--- config.mk ---
export PLATFORM = sky130hd
export DESIGN_NAME = seq_divider
export DESIGN_NICKNAME = d
export VERILOG_FILES = /design/src/rtl/seq_divider.sv
export SDC_FILE = /design/constraint.sdc
export NUM_CORES = 1
export LEC_CHECK = 0
export CAP_MARGIN = 20
export CORE_ASPECT_RATIO = 1.1
export CORE_MARGIN = 2
export CORE_UTILIZATION = 24
export CTS_BUF_LIST = sky130_fd_sc_hd__clkbuf_4 sky130_fd_sc_hd__clkbuf_8 sky130_fd_sc_hd__clkbuf_16
export DETAILED_ROUTE_END_ITERATION = 8
export DONT_BUFFER_PORTS = 1
export PLACE_DENSITY = 0.34
export SLEW_MARGIN = 20
export SYNTH_ARGS = -nofsm -noshare
export SYNTH_HDL_FRONTEND = slang
export SYNTH_SLANG_ARGS = --single-unit
--- constraint.sdc ---
create_clock -name clk -period 7.1 [get_ports clk]
set_input_delay 0.355 -clock clk [delete_from_list [all_inputs] [get_ports clk]]
set_output_delay 0.355 -clock clk [all_outputs]
set_load 0.01 [all_outputs]
--- src/rtl/seq_divider.sv ---
// Sequential restoring divider: one quotient bit per clock, registered
// quotient/remainder with a one-cycle done pulse and a divide-by-zero flag.
module seq_divider #(
    parameter int WIDTH = 8
) (
    input  logic             clk,
    input  logic             rst,
    input  logic             start,
    input  logic [WIDTH-1:0] dividend,
    input  logic [WIDTH-1:0] divisor,
    output logic             busy,
    output logic             done,
    output logic [WIDTH-1:0] quotient,
    output logic [WIDTH-1:0] remainder,
    output logic             div_by_zero
);
    localparam int CW = $clog2(WIDTH + 1);

    typedef enum logic [1:0] {IDLE, RUN, FINISH} state_t;

    state_t           state, state_next;
    logic [CW-1:0]    count;
    logic [WIDTH-1:0] rem;
    logic [WIDTH-1:0] q;
    logic [WIDTH-1:0] dvsr;
    logic             zero;
    logic [WIDTH:0]   r_shift;
    logic [WIDTH:0]   r_sub;
    logic             fits;

    // Partial remainder is kept below the divisor, so the WIDTH+1-bit difference
    // only goes negative when the shifted value is still smaller than the divisor.
    always_comb begin
        r_shift = {rem, q[WIDTH-1]};
        r_sub   = r_shift - {1'b0, dvsr};
        fits    = r_shift[WIDTH] | ~r_sub[WIDTH];
    end

    always_ff @(posedge clk or posedge rst) begin
        if (rst) state <= IDLE;
        else     state <= state_next;
    end

    always_comb begin
        state_next = state;
        case (state)
            IDLE:    if (start) state_next = (divisor == '0) ? FINISH : RUN;
            RUN:     if (count == CW'(1)) state_next = FINISH;
            FINISH:  state_next = IDLE;
            default: state_next = IDLE;
        endcase
    end

    always_ff @(posedge clk or posedge rst) begin
        if (rst) begin
            busy        <= 1'b0;
            done        <= 1'b0;
            quotient    <= '0;
            remainder   <= '0;
            div_by_zero <= 1'b0;
            count       <= '0;
            rem         <= '0;
            q           <= '0;
            dvsr        <= '0;
            zero        <= 1'b0;
        end else begin
            done <= (state == FINISH);
            busy <= (state_next != IDLE);
            case (state)
                IDLE: begin
                    if (start) begin
                        // q doubles as the dividend holder for the divide-by-zero path
                        dvsr  <= divisor;
                        zero  <= (divisor == '0);
                        q     <= dividend;
                        rem   <= '0;
                        count <= CW'(WIDTH);
                    end
                end
                RUN: begin
                    count <= count - CW'(1);
                    q     <= {q[WIDTH-2:0], fits};
                    rem   <= fits ? r_sub[WIDTH-1:0] : r_shift[WIDTH-1:0];
                end
                FINISH: begin
                    quotient    <= zero ? '1 : q;
                    remainder   <= zero ? q : rem;
                    div_by_zero <= zero;
                end
                default: ;
            endcase
        end
    end
endmodule

# After elaboration in Yosys (flattened, before gate mapping)
# Cells that the tools add are included.
# classes
n_eq_ne,4
bitwise_logic,2
n_div,0
n_mux,13
mul,0
reduce_logical,6
add_sub_neg,2
magnitude_cmp,0
shift,0
# ops
cell,n
2-to-1 mux 8 bit,5
case mux 8 bit (2 select lines),2
subtractor 9 x 8 -> 9 bit,1
zero test 8 bit,1
case mux 4 bit (2 select lines),1
2-to-1 mux 2 bit,3
equality test 4 x 1 -> 1 bit (second input constant),1
2-to-1 mux 4 bit,1
case mux 2 bit (2 select lines),1
AND reduction 2 bit,2
nonzero test 2 bit,2
subtractor 4 x 1 -> 4 bit (second input constant),1
equality test 2 x 1 -> 1 bit (second input constant),1
equality test 2 bit (second input constant),1
zero test 2 bit,1
inequality test 2 bit (second input constant),1
NOT 1 bit,1
bitwise OR 1 bit,1
# word_totals
elab_cells,38
n_memories,0
rom_bits,0
ff_bits,50
input_bits,19
ramBits,0
output_inout_bits,19
latchBits,0

# Longest topological paths before layout
# Gate-level depths: netlist (run 1).
# depth
ltp_word,5
ltp_mapped,9
mapped_depth_nobuf,9

# Worst setup path after synthesis (run 1)
# Ideal clock, no wire load.
# synth_timing
kind,register to register
from,register q[7]
to,register q[0]
slack_ns,4.834
n_path_buf,0
synth_period_minus_slack_ns,2.266
path_stages_with_launch,10
arrival_time_ns,2.130
required_ns,6.964
setup_ns,0.136
cell_sequence,dfrtp_1 -> inv_1 -> ha_1 -> inv_1 -> fa_1 -> a211oi_2 -> o211ai_2 -> a211oi_4 -> or2b_2 -> o211ai_1
# synth_via
elab_chain_len,4
# synth_lines
element,line_no,rtl
start: declaration,24,logic [WIDTH-1:0] q;
start signal: assignment,75,q <= dividend;
start signal: assignment,82,"q <= {q[WIDTH-2:0], fits};"
subtractor 9 x 8 -> 9 bit,35,"r_sub = r_shift - {1'b0, dvsr};"
NOT 1 bit,36,fits = r_shift[WIDTH] | ~r_sub[WIDTH];
bitwise OR 1 bit,36,
case mux 8 bit (2 select lines),69,case (state)
# Every way passes these cells.
# A chain may end at the register's enable or synchronous reset.

# Worst setup path in the final report (run 1)
# Ends and elaborated chain as after synthesis.

==> impl_metrics.env, run 1 <==
export IMPL_clock_sinks=50
export IMPL_placed_area_sq_um=2669
export IMPL_stdcell_area_sq_um=2818
export IMPL_p_seq_share_pct=39.6
export IMPL_crit_path_max_incr_delay_ps=500
export IMPL_synthSimpleGateAreaFrac_pct=13.43
export IMPL_synthCells=263
export IMPL_synth_area_per_cell_sq_um=9.600
export IMPL_hp_class="in -> async"
export IMPL_synth_area_leaders="dfrtp_1 (50%), o21ai_0 (8.3%), nand2_1 (5.2%), ha_1 (5.0%), mux2i_1 (4.0%)"
export IMPL_fp_dieW_um=101.8
export IMPL_synth_mux_area_fraction_pct=4.410
export IMPL_synth_compound_area_share_pct=20.32
export IMPL_grt_pass1_wl_um=10250
export IMPL_p_comb_share_pct=42.6
export IMPL_via_per_inst=4.332
export IMPL_core_area_sq_um=10300
export IMPL_clockBufferDepth=2
export IMPL_n_antenna_cell=0
export IMPL_drive_gt1_share_pct=7.280
export IMPL_initial_utilization_pct=24.52
export IMPL_swShare_pct=42.24
export IMPL_async_reset_ff_share_pct=100.0
export IMPL_tritoncts="built"
export IMPL_htree_num_levels=2
export IMPL_synth_seq_area_share_pct=49.55
export IMPL_grt_pass1_vias=1798
export IMPL_synthDistinctLibCells=37
export IMPL_drv_slew=0
export IMPL_synthAdderAreaFrac_pct=5.748
export IMPL_synthFlopType="dfrtp_1"
export IMPL_io_buffer_count=0
export IMPL_cts_buffers_inserted=5
export IMPL_synth_top_family_by_area="compound AO/OA/AOI/OAI gates"
export IMPL_synthXorXnorAreaFrac_pct=1.734
export IMPL_post_cts_setup_buffers=0
export IMPL_place_inst=396
export IMPL_rsz0062_at_grt="false"
export IMPL_vias=1750
export IMPL_r2r_cells=9
export IMPL_ys_ff_latch=50
export IMPL_internal_power_mw=0.8007
export IMPL_setup_violations_final=0
export IMPL_synth_fp_nets=293
export IMPL_cp_required_ps=7260
export IMPL_num_rows=39
export IMPL_synth_edf_count=0
export IMPL_cp_max_fo=10
export IMPL_maxCapViolations=0
export IMPL_tns_ps=0
export IMPL_period_needed_ps=2541
export IMPL_critical_path_endpoint_type="flip-flop"
export IMPL_ant_nets=0
export IMPL_cp_arrival_ps=2700
export IMPL_dieArea_sq_um=11360
export IMPL_fmax_ghz=0.3936
export IMPL_cts_resized=0
export IMPL_wl_per_cell_um=15.55
export IMPL_grt_max_degree=51
export IMPL_ff2ff_setup_slack_ps=4560
export IMPL_status="complete, no violations"
export IMPL_antenna_found_initial=0
export IMPL_start_kind="flip-flop"
export IMPL_clkTransAtPathRegs_ps=70
export IMPL_clkPwrFrac_pct=17.8
export IMPL_reg2reg_to="q[0]$_DFFE_PP0P_"
export IMPL_tightest_slew_ps=864.1
export IMPL_power_density_nw_per_um2=492.0
export IMPL_slew_headroom_pct=42.28
export IMPL_io_pins=38
export IMPL_slowest_stage="a211oi_4"
export IMPL_irDropWorstVdd_mv=0.1276
export IMPL_detailed_place_hpwl_um=4500
export IMPL_crit_path_start="q[7]$_DFFE_PP0P_"
export IMPL_clock_latency_ps=290
export IMPL_critPathKind="reg -> reg"
export IMPL_synth_top_area_cell="dfrtp_1"
export IMPL_nets=290
export IMPL_synth_top_area_share_pct=49.55
export IMPL_fin_skew_ps=6.645
export IMPL_yosysWarnings=0
export IMPL_hold_viol_final=0
export IMPL_endpoint="q[0]$_DFFE_PP0P_"
export IMPL_cts_root_buf="clkbuf_16"
export IMPL_grt_usage_pct=11.72
export IMPL_timing_final_crit_share_pct=35.78
export IMPL_drc=0
export IMPL_netlist_area_sq_um=2525
export IMPL_holdBufCountCts=0
export IMPL_power_leakage_nw=1.187
export IMPL_p_sw_mw=0.5855
export IMPL_dr_pass1_iters=6
export IMPL_cpMostUsedCell="inv_1"
export IMPL_final_cells=404
export IMPL_overflow=0
export IMPL_crit_chain="inv_1, ha_1, inv_1, fa_1, a211oi_2, o211ai_2, a211oi_4, or2b_2, o211ai_1"
export IMPL_gp_congestion=0.6872
export IMPL_final_core_util_pct=27.37
export IMPL_wl_um=6282
export IMPL_first_iter_violations=75
export IMPL_area_delta_synth_final_pct=11.60
export IMPL_die_h_um=111.6
export IMPL_rr_startpoint="q[7]$_DFFE_PP0P_"
[placed cells by master, fill, tap and decap left out, types with 6 or more instances in the layout]
cell type   n
nor2b_1    12
o21ai_0    42
inv_1      16
ha_1       10
mux2i_1    10
a21oi_1    15
dfrtp_1    50
a22oi_1     6
nand2_1    35
nor2_1     11
[registers in the layout (all words and copies together), names as in the netlist]
| name | cells |
|---|---|
| dvsr | 8 |
| q | 8 |
| zero | 1 |
| count | 4 |
| div_by_zero | 1 |
| remainder | 8 |
| state | 2 |
| rem | 8 |
| done | 1 |
| busy | 1 |
| quotient | 8 |
[cell usage after synthesis, types with 2 or more instances]
library cell and n:
inv_1 17, o21ai_1 2, o22ai_1 3, o211ai_1 3, a21oi_1 15, xor2_1 4, nand2_1 35, mux2i_1 10
dfrtp_1 50, a32oi_1 5, nor2_1 11, clkbuf_1 10, a22oi_1 6, nand3_1 3, o21ai_0 42, nand2b_1 4
or4_1 2, ha_1 10, nor2b_1 12, buf_4 2
[final cells by class]
| cell class | count | area (sq um) |
|---|---|---|
| inverter | 17 | 63.81 |
| clock inverter | 2 | 13.76 |
| clock buffer | 6 | 132.6 |
| multi-input combinational | 183 | 1155 |
| tap | 143 | 178.9 |
| sequential | 50 | 1251 |
| timing repair buffer | 3 | 22.52 |
| fill | 1100 | 7478 |
[cell families (layout without fill, tap and decap cells)]
| logic type | count (synthesis) | after routing |
|---|---|---|
| compound gates | 84 | 84 |
| xor+xnor | 5 | 5 |
| fa+ha+maj | 11 | 11 |
| buf+inv | 30 | 28 |
| flops | 50 | 50 |
| mux | 11 | 11 |
| simple gates | 72 | 72 |
[per-layer routing]
metal | global-route usage (%) | up-vias | wire (um)
met4 | 2.703 | 0 | 48
li1 | - | 902 | -
met1 | 16.58 | 812 | 3053
met2 | 17.76 | 34 | 2898
met3 | 3.202 | 2 | 281
met5 | 0 | - | 0
[worst min-delay path by stage]
stage,startpoint,to,cells past startpoint
final,rst,remainder[6]$_DFFE_PP0P_,2
after global routing,rst,remainder[6]$_DFFE_PP0P_,2
after CTS,rst,done$_DFF_PP0_,2
after detailed placement,count[3]$_DFFE_PP0P_,count[3]$_DFFE_PP0P_,1
after global placement,count[3]$_DFFE_PP0P_,count[3]$_DFFE_PP0P_,1
after floorplan,count[3]$_DFFE_PP0P_,count[3]$_DFFE_PP0P_,1
[per-stage QoR]
step	worst slack (ps)	power (mW)	hold slack, ps
floorplan	4834	0.9896	445.7
global placement	4578	1.160	468.1
detailed placement	4535	1.160	470.1
CTS	4523	1.409	170.0
global route	4396	1.524	179.2
finish	4559	1.386	131.0
[power groups by stage]
stage	clock network (mW)	registers [mW]	logic [mW]
global route	0.270	0.568	0.685
CTS	0.253	0.553	0.603
finish	0.247	0.548	0.591
global placement	0	0.558	0.602
detailed placement	0	0.559	0.601
floorplan	0	0.496	0.494
[critical path, delay by kind of cell (launching register included)]
kind / cells / cell delay (ps)
and+or+nand+nor: 1 / 250
buffers and inverters: 2 / 140
adders and majority gates: 2 / 590
DFF: 1 / 410
AOI/OAI and AO/OA: 4 / 1010
No activity file was read; power rests on OpenSTA's default activity.
==> run 2: changes to the inputs <==
- clock period: 7.1 -> 2.5 ns (I/O delays scaled with it)
==> run 2 against run 1 <==
Die area stayed put. Sequential cell count stayed put. Setup slack worse by 4400 ps. Clock power grew to 3.2 times the previous value.
==> impl_metrics.env, run 2 (synthesized netlist as in run 1, its figures left out) <==
export IMPL_status="complete, no violations"
export IMPL_via_per_inst=4.375
export IMPL_cts_buffers_inserted=5
export IMPL_cp_max_fo=5
export IMPL_slew_headroom_pct=52.76
export IMPL_tns_ps=0
export IMPL_r2r_cells=10
export IMPL_place_inst=403
export IMPL_clockBufferDepth=2
export IMPL_p_seq_share_pct=37.5
export IMPL_gp_congestion=0.7071
export IMPL_detailed_place_hpwl_um=4635
export IMPL_stdcell_area_sq_um=2990
export IMPL_p_comb_share_pct=43.3
export IMPL_grt_usage_pct=11.87
export IMPL_ant_nets=0
export IMPL_clkTransAtPathRegs_ps=70
export IMPL_internal_power_mw=2.451
export IMPL_layout_commonest_cell="dfrtp_1"
export IMPL_setup_violations_final=0
export IMPL_start_kind="flip-flop"
export IMPL_antenna_found_initial=0
export IMPL_final_cells=421
export IMPL_first_iter_violations=57
export IMPL_dp_slack_ps=80.50
export IMPL_io_pins=38
export IMPL_critical_path_endpoint_type="flip-flop"
export IMPL_cp_arrival_ps=2530
export IMPL_overflow=0
export IMPL_vias=1842
export IMPL_crit_chain="inv_1, ha_1, inv_1, fa_1, a211oi_2, o211ai_2, a211oi_4, buf_4, mux2i_1, o21ai_1"
export IMPL_hold_viol_final=0
export IMPL_htree_num_levels=2
export IMPL_wl_per_cell_um=15.18
export IMPL_wl_um=6392
export IMPL_cpMostUsedCell="inv_1"
export IMPL_timing_final_crit_share_pct=94.27
export IMPL_drc=0
export IMPL_drv_slew=0
export IMPL_die_h_um=111.6
export IMPL_cts_resized=0
export IMPL_maxCapViolations=0
export IMPL_dieArea_sq_um=11360
export IMPL_hp_class="in -> reg"
export IMPL_critPathKind="reg -> reg"
export IMPL_slowest_stage="fa_1"
export IMPL_grt_pass1_wl_um=10290
export IMPL_p_sw_mw=1.686
export IMPL_fp_dieW_um=101.8
export IMPL_grt_pass1_vias=1895
export IMPL_power_leakage_nw=1.272
export IMPL_nets=308
export IMPL_clock_sinks=50
export IMPL_irDropWorstVdd_mv=0.3910
export IMPL_cp_required_ps=2670
export IMPL_clock_latency_ps=300
export IMPL_layout_common_cells="dfrtp_1 (50), o21ai_0 (42), nand2_1 (35)"
export IMPL_cts_root_buf="clkbuf_16"
export IMPL_clkPwrFrac_pct=19.3
export IMPL_fmax_ghz=0.4243
export IMPL_fin_skew_ps=6.980
export IMPL_grt_max_degree=32
export IMPL_worstHoldPathCells=2
export IMPL_cp_depth=10
export IMPL_area_delta_synth_final_pct=18.43
export IMPL_num_rows=39
export IMPL_dr_pass1_iters=4
export IMPL_io_buffer_count=0
export IMPL_rsz0062_at_grt="false"
export IMPL_power_density_nw_per_um2=1383
export IMPL_final_core_util_pct=29.04
export IMPL_tritoncts="built"
export IMPL_path_buf_inv=3
export IMPL_period_needed_ps=2357
export IMPL_drive_gt1_share_pct=9.353
export IMPL_crit_family="compound AO/OA/AOI/OAI gates"
export IMPL_core_area_sq_um=10300
export IMPL_initial_utilization_pct=24.52
export IMPL_fin_ws_ps=143.3
export IMPL_n_antenna_cell=0
export IMPL_crit_path_max_incr_delay_ps=430
export IMPL_placed_area_sq_um=2721
export IMPL_tightest_slew_ps=708.6
export IMPL_swShare_pct=40.76
==> run 2: cell types whose count changed in the layout (fill, tap and decap cells not counted), sizes merged <==
cell	change
dlygate4sd3	+9
clkbuf	-1
buf	+9
bufinv	+1
clkinv	-1
==> run 2: layout make-up <==
| class | count | area, sq um |
|---|---|---|
| Inverter | 17 | 63.81 |
| Tap cell | 143 | 178.9 |
| Clock inverter | 2 | 38.79 |
| Fill cell | 1082 | 7306 |
| Timing Repair Buffer | 21 | 180.2 |
| Multi-Input combinational cell | 183 | 1152 |
| Clock buffer | 5 | 125.1 |
| Sequential cell | 50 | 1251 |
==> run 2: per-stage QoR <==
step / power, mW / hold slack [ps]
after floorplan: 2.810 / 241.8
after global placement: 3.350 / 171.8
after detailed placement: 3.337 / 166.3
after CTS: 4.154 / 22.85
after global routing: 4.511 / 33.29
final: 4.137 / 25.44
==> run 2: repair_timing <==
item	4_1_cts	5_1_grt
buffers inserted	0	2
endpoints found under the setup margin	0	6
hold endpoints to repair	37	0
hold buffers	9	0
==> run 2: worst paths after layout <==
kind,startpoint,end,slack [ps]
max reg2reg,q[7]$_DFFE_PP0P_,rem[1]$_DFFE_PP0P_,140
max in group asynchronous,rst,dvsr[1]$_DFFE_PP0P_,1470
min in group asynchronous,rst,done$_DFF_PP0_,400
min,dividend[5],q[5]$_DFFE_PP0P_,30
min reg2reg,count[3]$_DFFE_PP0P_,count[3]$_DFFE_PP0P_,480
max,q[7]$_DFFE_PP0P_,rem[1]$_DFFE_PP0P_,140
==> run 2: per-layer routing <==
metal | up-vias | wire [um] | track usage, %
li1 | 940 | - | -
met1 | 856 | 3116 | 16.48
met2 | 39 | 2901 | 18.07
met3 | 7 | 272 | 2.699
met4 | 0 | 101 | 4.054
met5 | - | 0 | 0
==> run 2: power by group through the flow <==
stage	clock, mW	combinational, mW	sequential, mW
after floorplan	0	1.40	1.41
after global placement	0	1.77	1.58
after detailed placement	0	1.75	1.58
after CTS	0.813	1.77	1.57
after global routing	0.852	2.05	1.61
final	0.797	1.79	1.55
